**src/rtl/display_scan_mux_if.sv**
```systemverilog
`default_nettype none
// ---------------------------------------------------------------------------
// display_scan_mux_if
// Digit bus between the timekeeping logic and the display scanner.
// Revision: 1.0
// ---------------------------------------------------------------------------
interface display_scan_mux_if #(
  parameter int NUM_DIGITS = 4
);
  logic [4*NUM_DIGITS-1:0] digits_in;
  logic                    blank;
  logic [3:0]              bcd_out;
  logic [NUM_DIGITS-1:0]   digit_en;
  logic                    frame_start;

  // Scanner side: consumes the digit bus and drives the display
  modport slave (
    input  digits_in,
    input  blank,
    output bcd_out,
    output digit_en,
    output frame_start
  );

  // Producer side: supplies digits and observes the scan
  modport master (
    output digits_in,
    output blank,
    input  bcd_out,
    input  digit_en,
    input  frame_start
  );
endinterface
`default_nettype wire

```
**src/rtl/display_scan_mux.sv**
```systemverilog
`default_nettype none
// ---------------------------------------------------------------------------
// display_scan_mux
// Time-multiplexed 7-segment digit scanner with per-frame snapshot and
// anti-ghosting dead time at the start of every digit slot.
// Optional macro: LEADING_ZERO_BLANK_EN (suppress leading zero digits).
// Revision: 1.0
// ---------------------------------------------------------------------------
module display_scan_mux #(
  parameter int NUM_DIGITS = 4,
  parameter int PRESCALE   = 1000,
  parameter int DEAD       = 2
) (
  input logic               clk,
  input logic               reset_n,
  display_scan_mux_if.slave bus
);

  localparam int               CNT_W    = (PRESCALE > 1) ? $clog2(PRESCALE) : 1;
  localparam int               IDX_W    = $clog2(NUM_DIGITS);
  localparam logic [CNT_W-1:0] CNT_LAST = CNT_W'(PRESCALE - 1);
  localparam logic [IDX_W-1:0] IDX_LAST = IDX_W'(NUM_DIGITS - 1);

  logic [CNT_W-1:0]        cnt;
  logic [IDX_W-1:0]        idx;
  logic [4*NUM_DIGITS-1:0] shadow;

  logic                    tick;
  logic                    frame_wrap;
  logic                    sel_live;
  logic [3:0]              cur_digit;
  logic [NUM_DIGITS-1:0]   sel_onehot;
  logic [NUM_DIGITS-1:0]   suppress;

  assign tick       = (cnt == CNT_LAST);
  assign frame_wrap = tick && (idx == IDX_LAST);
  // Selects stay off during the dead window at the head of each slot
  assign sel_live   = (int'(cnt) >= DEAD) && !bus.blank;

  // Pick the current shadow digit and the matching one-hot select
  always_comb begin
    cur_digit  = 4'd0;
    sel_onehot = '0;
    for (int k = 0; k < NUM_DIGITS; k++) begin
      if (idx == IDX_W'(k)) begin
        cur_digit     = shadow[4*k +: 4];
        sel_onehot[k] = 1'b1;
      end
    end
  end

`ifdef LEADING_ZERO_BLANK_EN
  logic zero_run;

  // A digit is suppressed while it and everything above it are zero;
  // digit 0 always lights so a zero value still shows "0"
  always_comb begin
    suppress = '0;
    zero_run = 1'b1;
    for (int k = NUM_DIGITS - 1; k > 0; k--) begin
      zero_run    = zero_run && (shadow[4*k +: 4] == 4'd0);
      suppress[k] = zero_run;
    end
  end
`else
  assign suppress = '0;
`endif

  // Prescaler, digit index and once-per-frame snapshot of the input bus
  always_ff @(posedge clk or negedge reset_n) begin
    if (!reset_n) begin
      cnt    <= '0;
      idx    <= '0;
      shadow <= '0;
    end else begin
      cnt <= tick ? '0 : cnt + 1'b1;
      if (tick) begin
        idx <= (idx == IDX_LAST) ? '0 : idx + 1'b1;
      end
      // Loading on the wrap tick means slot 0 already sees the new frame
      if (frame_wrap) begin
        shadow <= bus.digits_in;
      end
    end
  end

  // Registered outputs, one cycle behind the scan state
  always_ff @(posedge clk or negedge reset_n) begin
    if (!reset_n) begin
      bus.bcd_out     <= 4'd0;
      bus.digit_en    <= '0;
      bus.frame_start <= 1'b0;
    end else begin
      bus.bcd_out     <= cur_digit;
      bus.digit_en    <= sel_live ? (sel_onehot & ~suppress) : '0;
      bus.frame_start <= frame_wrap;
    end
  end

endmodule
`default_nettype wire

```
**src/flat_wrapper.sv**
```systemverilog
// flat-port wrapper written by rule: the top's interface ports become plain ports
module display_scan_mux_flat 
#(
  parameter int NUM_DIGITS = 4,
  parameter int PRESCALE   = 1000,
  parameter int DEAD       = 2
)
  (clk, reset_n, bus_digits_in, bus_blank, bus_bcd_out, bus_digit_en, bus_frame_start);
  display_scan_mux_if #(.NUM_DIGITS(NUM_DIGITS)) bus_i ();
  input logic clk;
  input logic reset_n;
  input wire logic [$bits(bus_i.digits_in)-1:0] bus_digits_in;
  input wire logic [$bits(bus_i.blank)-1:0] bus_blank;
  output wire logic [$bits(bus_i.bcd_out)-1:0] bus_bcd_out;
  output wire logic [$bits(bus_i.digit_en)-1:0] bus_digit_en;
  output wire logic [$bits(bus_i.frame_start)-1:0] bus_frame_start;
  assign bus_i.digits_in = bus_digits_in;
  assign bus_i.blank = bus_blank;
  assign bus_bcd_out = bus_i.bcd_out;
  assign bus_digit_en = bus_i.digit_en;
  assign bus_frame_start = bus_i.frame_start;
  display_scan_mux #(.NUM_DIGITS(NUM_DIGITS), .PRESCALE(PRESCALE), .DEAD(DEAD)) u_core (.clk(clk), .reset_n(reset_n), .bus(bus_i));
endmodule
```
**config.mk**
```make
export PLATFORM = sky130hd
export DESIGN_NAME = display_scan_mux_flat
export DESIGN_NICKNAME = d
export VERILOG_FILES = /design/src/rtl/display_scan_mux_if.sv /design/src/rtl/display_scan_mux.sv /design/src/flat_wrapper.sv
export SDC_FILE = /design/constraint.sdc
export NUM_CORES = 1
export LEC_CHECK = 0
export BUFFER_PORTS_ARGS = -buffer_cell sky130_fd_sc_hd__buf_2
export CAP_MARGIN = 20
export CORE_AREA = 2 2 66 68
export DETAILED_ROUTE_END_ITERATION = 10
export DIE_AREA = 0 0 68 70
export PLACE_DENSITY = 0.68
export SLEW_MARGIN = 20
export SYNTH_ARGS = -nofsm -noshare
export SYNTH_HDL_FRONTEND = slang
export SYNTH_SLANG_ARGS = --single-unit
```
**constraint.sdc**
```tcl
create_clock -name clk -period 2.2 [get_ports clk]
set_input_delay 0.22 -clock clk [delete_from_list [all_inputs] [get_ports clk]]
set_output_delay 0.22 -clock clk [all_outputs]
set_load 0.05 [all_outputs]
```
==> out/metrics.yaml <==
htree_levels: 2
fin_skew_ps: 5.724
number_of_port_buffers: 27
dr.pass1.iters: 4
fillerInstances: 367
placed_cells: 210
number_of_synthesized_flops_with_an_enable_pin: 0
cts_setup_buffers: 0
antenna_cells: 0
post-route-period-util_pct: 82.01
timing.critical_path.slowest_stage_cell: "sky130_fd_sc_hd__mux2_4"
grt_first_pass_wirelength_um: 5368
timing_worst_slew_pin_value_ps: 793.5
worstRegToRegCells: 4
setup-tns-final_ps: 0
synth-seq-cells: 37
slowest_delay_ps: 420
die_area_um2: 4760
layout_setup_ws_ps: 395.8
worstSetupPathType: "reg -> reg"
synthesis.area_per_instance_um2: 12.67
cp.required_ps: 2370
drive_gt1_share_pct: 33.73
syn_inst: 137
crit_fanout: 16
antenna_left: 0
grt_start_max_net_pins: 38
drcViolationCount: 0
grt_pass1_vias: 1168
cts.root.buffer_cell: "sky130_fd_sc_hd__clkbuf_8"
max_cap_viol_count: 0
numClockSinks: 37
fin_nets: 190
post-synth-top-area-cell: "sky130_fd_sc_hd__dfrtp_1"
final_period_minus_worst_setup_slack_ps: 1804
floorplan.core_area_um2: 4144
synthDominantCellAreaShare_pct: 53.35
globalRouteOverflowTotal: 0
power_leakage_nw: 0.9496
report.final.hold_viol_count: 0
wire_per_inst_um: 14.26
floorplan.die.width_um: 68
postCtsResizedCells: 0
gp_routability_congestion: 0.7907
placement.setup.worst_slack_ps: 390.4
result_of_the_run: "finished clean"
placed_cell_area_um2: 1888
dp_hpwl_um: 2221
max_freq_mhz: 554.3
i_o_pin_count: 28
synth_flop_type: "sky130_fd_sc_hd__dfrtp_1"
cts_inserted_buffers: 5
rsz0062_at_grt: "false"
setup_viol: 0
finish.cell_count_without_fillers: 218
holdWs_ps: 9.992
clk-insertion-delay-late_ps: 290
grt_antenna_before_repair: 0
post_synth_instance_area_um2: 1735
arrival_ps: 1980
detail_route.vias_per_cell: 5.284
row_count: 24
drtIter0Drc: 67
report.final.slew_viol_count: 0
yosys.cell_types.count: 35
fraction_of_synthesis_flops_using_an_asynchronous_set_or_reset_pin_pct: 100.0
syn_nets: 162
detail_route.wirelength_um: 3108
tritoncts: "yes"
synthesis.yosys.warnings: 0
area_delta_synth_final_pct: 15.43
worst_setup_sp_type: "flop"
number_of_buffers_inserted_for_hold_repair_after_clock_tree_synthesis: 0
hp_class: "in -> async"
cts.reportedPaths.clkPinSlew_ps: 70
vdd_drop_max_v: 0.0002483
netlist_top_cells_area: "sky130_fd_sc_hd__dfrtp_1 (53%), sky130_fd_sc_hd__mux2_4 (8.7%), sky130_fd_sc_hd__mux2_2 (5.2%), sky130_fd_sc_hd__ha_1 (4.3%), sky130_fd_sc_hd__a221oi_1 (2.0%)"
die_height_um: 70
cts_max_path_buffers: 2
grt_use_total_pct: 14.95
dr_total_vias: 1152
share_of_the_yosys_chip_area_belonging_to_registers_pct: 53.35
endpoint_class_of_the_critical_path: "flop"
post-route-cell-area_um2: 2003
maxSlewHeadroom_pct: 47.10
worstPathCellList: "ha_1 > and4_4 > nand4_4 > mux2_4"
power-per-cell-area_nw_per_um2: 685.9
initial_core_util_pct: 41.88
[synth_stat cells, types with 2 or more instances]
master                     count
sky130_fd_sc_hd__mux2_4       10
sky130_fd_sc_hd__and3_1        2
sky130_fd_sc_hd__nor4_1        2
sky130_fd_sc_hd__nand4_1       2
sky130_fd_sc_hd__a21oi_1       2
sky130_fd_sc_hd__a221oi_1      4
sky130_fd_sc_hd__or3_1         3
sky130_fd_sc_hd__buf_6         3
sky130_fd_sc_hd__mux2_2        8
sky130_fd_sc_hd__o31ai_1       4
sky130_fd_sc_hd__inv_1         4
sky130_fd_sc_hd__o21ai_0       5
sky130_fd_sc_hd__and2_1        5
sky130_fd_sc_hd__nand2_1       9
sky130_fd_sc_hd__a31oi_1       2
sky130_fd_sc_hd__xor2_1        2
sky130_fd_sc_hd__nor2_1        5
sky130_fd_sc_hd__nand3_1       3
sky130_fd_sc_hd__nor2b_1       5
sky130_fd_sc_hd__ha_1          6
sky130_fd_sc_hd__dfrtp_1      37
[cells by family (layout without fill, tap and decap cells)]
group,count (synthesis),in the layout,synth area share (%)
mux,18,18,13.84
fa+ha+maj,6,6,4.326
xor+xnor,3,3,1.514
buf+inv,10,39,3.604
flops,37,37,53.35
compound gates,20,20,8.003
simple gates,43,43,15.36
[through the flow]
stage / utilization [%] / power [mW]
floorplan: - / 0.7612
global placement: 45.56 / 0.7981
detailed placement: 45.56 / 0.8013
CTS: 48.34 / 1.388
global route: 48.34 / 1.432
finish: 48.34 / 1.374
[per-layer routing]
| metal | track usage, % | routed length (um) |
|---|---|---|
| met4 | 6.889 | 55 |
| met5 | 0 | 0 |
| met2 | 23.62 | 1614 |
| met3 | 4.509 | 100 |
| met1 | 18.41 | 1336 |
[registers in the layout, summed over array words and instances, names as in the netlist]
| signal | cells |
|---|---|
| u_core.shadow | 16 |
| u_core.bus.bcd_out | 4 |
| u_core.bus.frame_start | 1 |
| u_core.idx | 2 |
| u_core.cnt | 10 |
| u_core.bus.digit_en | 4 |
[cell type report]
type	count	area [um2]	share of cell area [%]
clock buffer	5	68.82	3.435
clock inverter	3	46.29	2.311
inverter	4	15.01	0.7495
multi-input combinational	90	747.0	37.29
sequential	37	925.9	46.22
tap	52	65.06	3.248
timing repair buffer	27	135.1	6.746
[path summary, 6_finish.rpt]
path | startpoint | to | slack (ps)
max in group asynchronous | reset_n | u_core.bus.frame_start | 1680
max reg2reg | u_core.cnt[1] | u_core.shadow[4] | 400
min | reset_n | u_core.cnt[0] | 10
min in group clk | bus_digits_in[5] | u_core.shadow[5] | 150
max | u_core.cnt[1] | u_core.shadow[4] | 400
min reg2reg | u_core.shadow[14] | u_core.bus.bcd_out[2] | 480
[cell usage in the layout, fill, tap and decap left out]
| master | synthesis | layout |
|---|---|---|
| sky130_fd_sc_hd__or3_1 | 3 | 3 |
| sky130_fd_sc_hd__nand3_1 | 3 | 3 |
| sky130_fd_sc_hd__a21oi_1 | 2 | 2 |
| sky130_fd_sc_hd__mux2_4 | 10 | 10 |
| sky130_fd_sc_hd__nand2_1 | 9 | 9 |
| sky130_fd_sc_hd__a221oi_1 | 4 | 4 |
| sky130_fd_sc_hd__xnor2_1 | 1 | 1 |
| sky130_fd_sc_hd__a31oi_1 | 2 | 2 |
| sky130_fd_sc_hd__nand4_4 | 1 | 1 |
| sky130_fd_sc_hd__o2bb2a_1 | 1 | 1 |
| sky130_fd_sc_hd__o31ai_1 | 4 | 4 |
| sky130_fd_sc_hd__ha_1 | 6 | 6 |
| sky130_fd_sc_hd__and3_1 | 2 | 2 |
| sky130_fd_sc_hd__nor3b_1 | 1 | 1 |
| sky130_fd_sc_hd__o21ai_0 | 5 | 5 |
| sky130_fd_sc_hd__nor4_1 | 2 | 2 |
| sky130_fd_sc_hd__bufinv_16 | 0 | 1 |
| sky130_fd_sc_hd__a211oi_1 | 1 | 1 |
| sky130_fd_sc_hd__xor2_1 | 2 | 2 |
| sky130_fd_sc_hd__buf_2 | 1 | 27 |
| sky130_fd_sc_hd__clkinvlp_4 | 0 | 1 |
| sky130_fd_sc_hd__nor3_1 | 1 | 1 |
| sky130_fd_sc_hd__and4_4 | 1 | 1 |
| sky130_fd_sc_hd__inv_1 | 4 | 4 |
| sky130_fd_sc_hd__nor2_1 | 5 | 5 |
| sky130_fd_sc_hd__clkbuf_8 | 0 | 5 |
| sky130_fd_sc_hd__dfrtp_1 | 37 | 37 |
| sky130_fd_sc_hd__nor3b_4 | 1 | 1 |
| sky130_fd_sc_hd__o22a_1 | 1 | 1 |
| sky130_fd_sc_hd__and2_1 | 5 | 5 |
| sky130_fd_sc_hd__and4_1 | 1 | 1 |
| sky130_fd_sc_hd__nor2b_1 | 5 | 5 |
| sky130_fd_sc_hd__clkinv_4 | 0 | 1 |
| sky130_fd_sc_hd__mux2_2 | 8 | 8 |
| sky130_fd_sc_hd__nand4_1 | 2 | 2 |
| sky130_fd_sc_hd__nand3b_1 | 1 | 1 |
[worst max-delay path, delay by kind of cell (launching register included)]
family / cells / cell delay, ps
adders and majority gates: 1 / 260
DFF: 1 / 390
muxes: 1 / 420
and+or+nand+nor: 2 / 620
[power by group]
part / switching [mW] / internal (mW) / total [mW]
registers: 0.0104 / 0.699 / 0.710
clock network: 0.248 / 0.339 / 0.587
logic: 0.0425 / 0.0345 / 0.0770
Note: power is estimated with default switching activity, not from simulation.
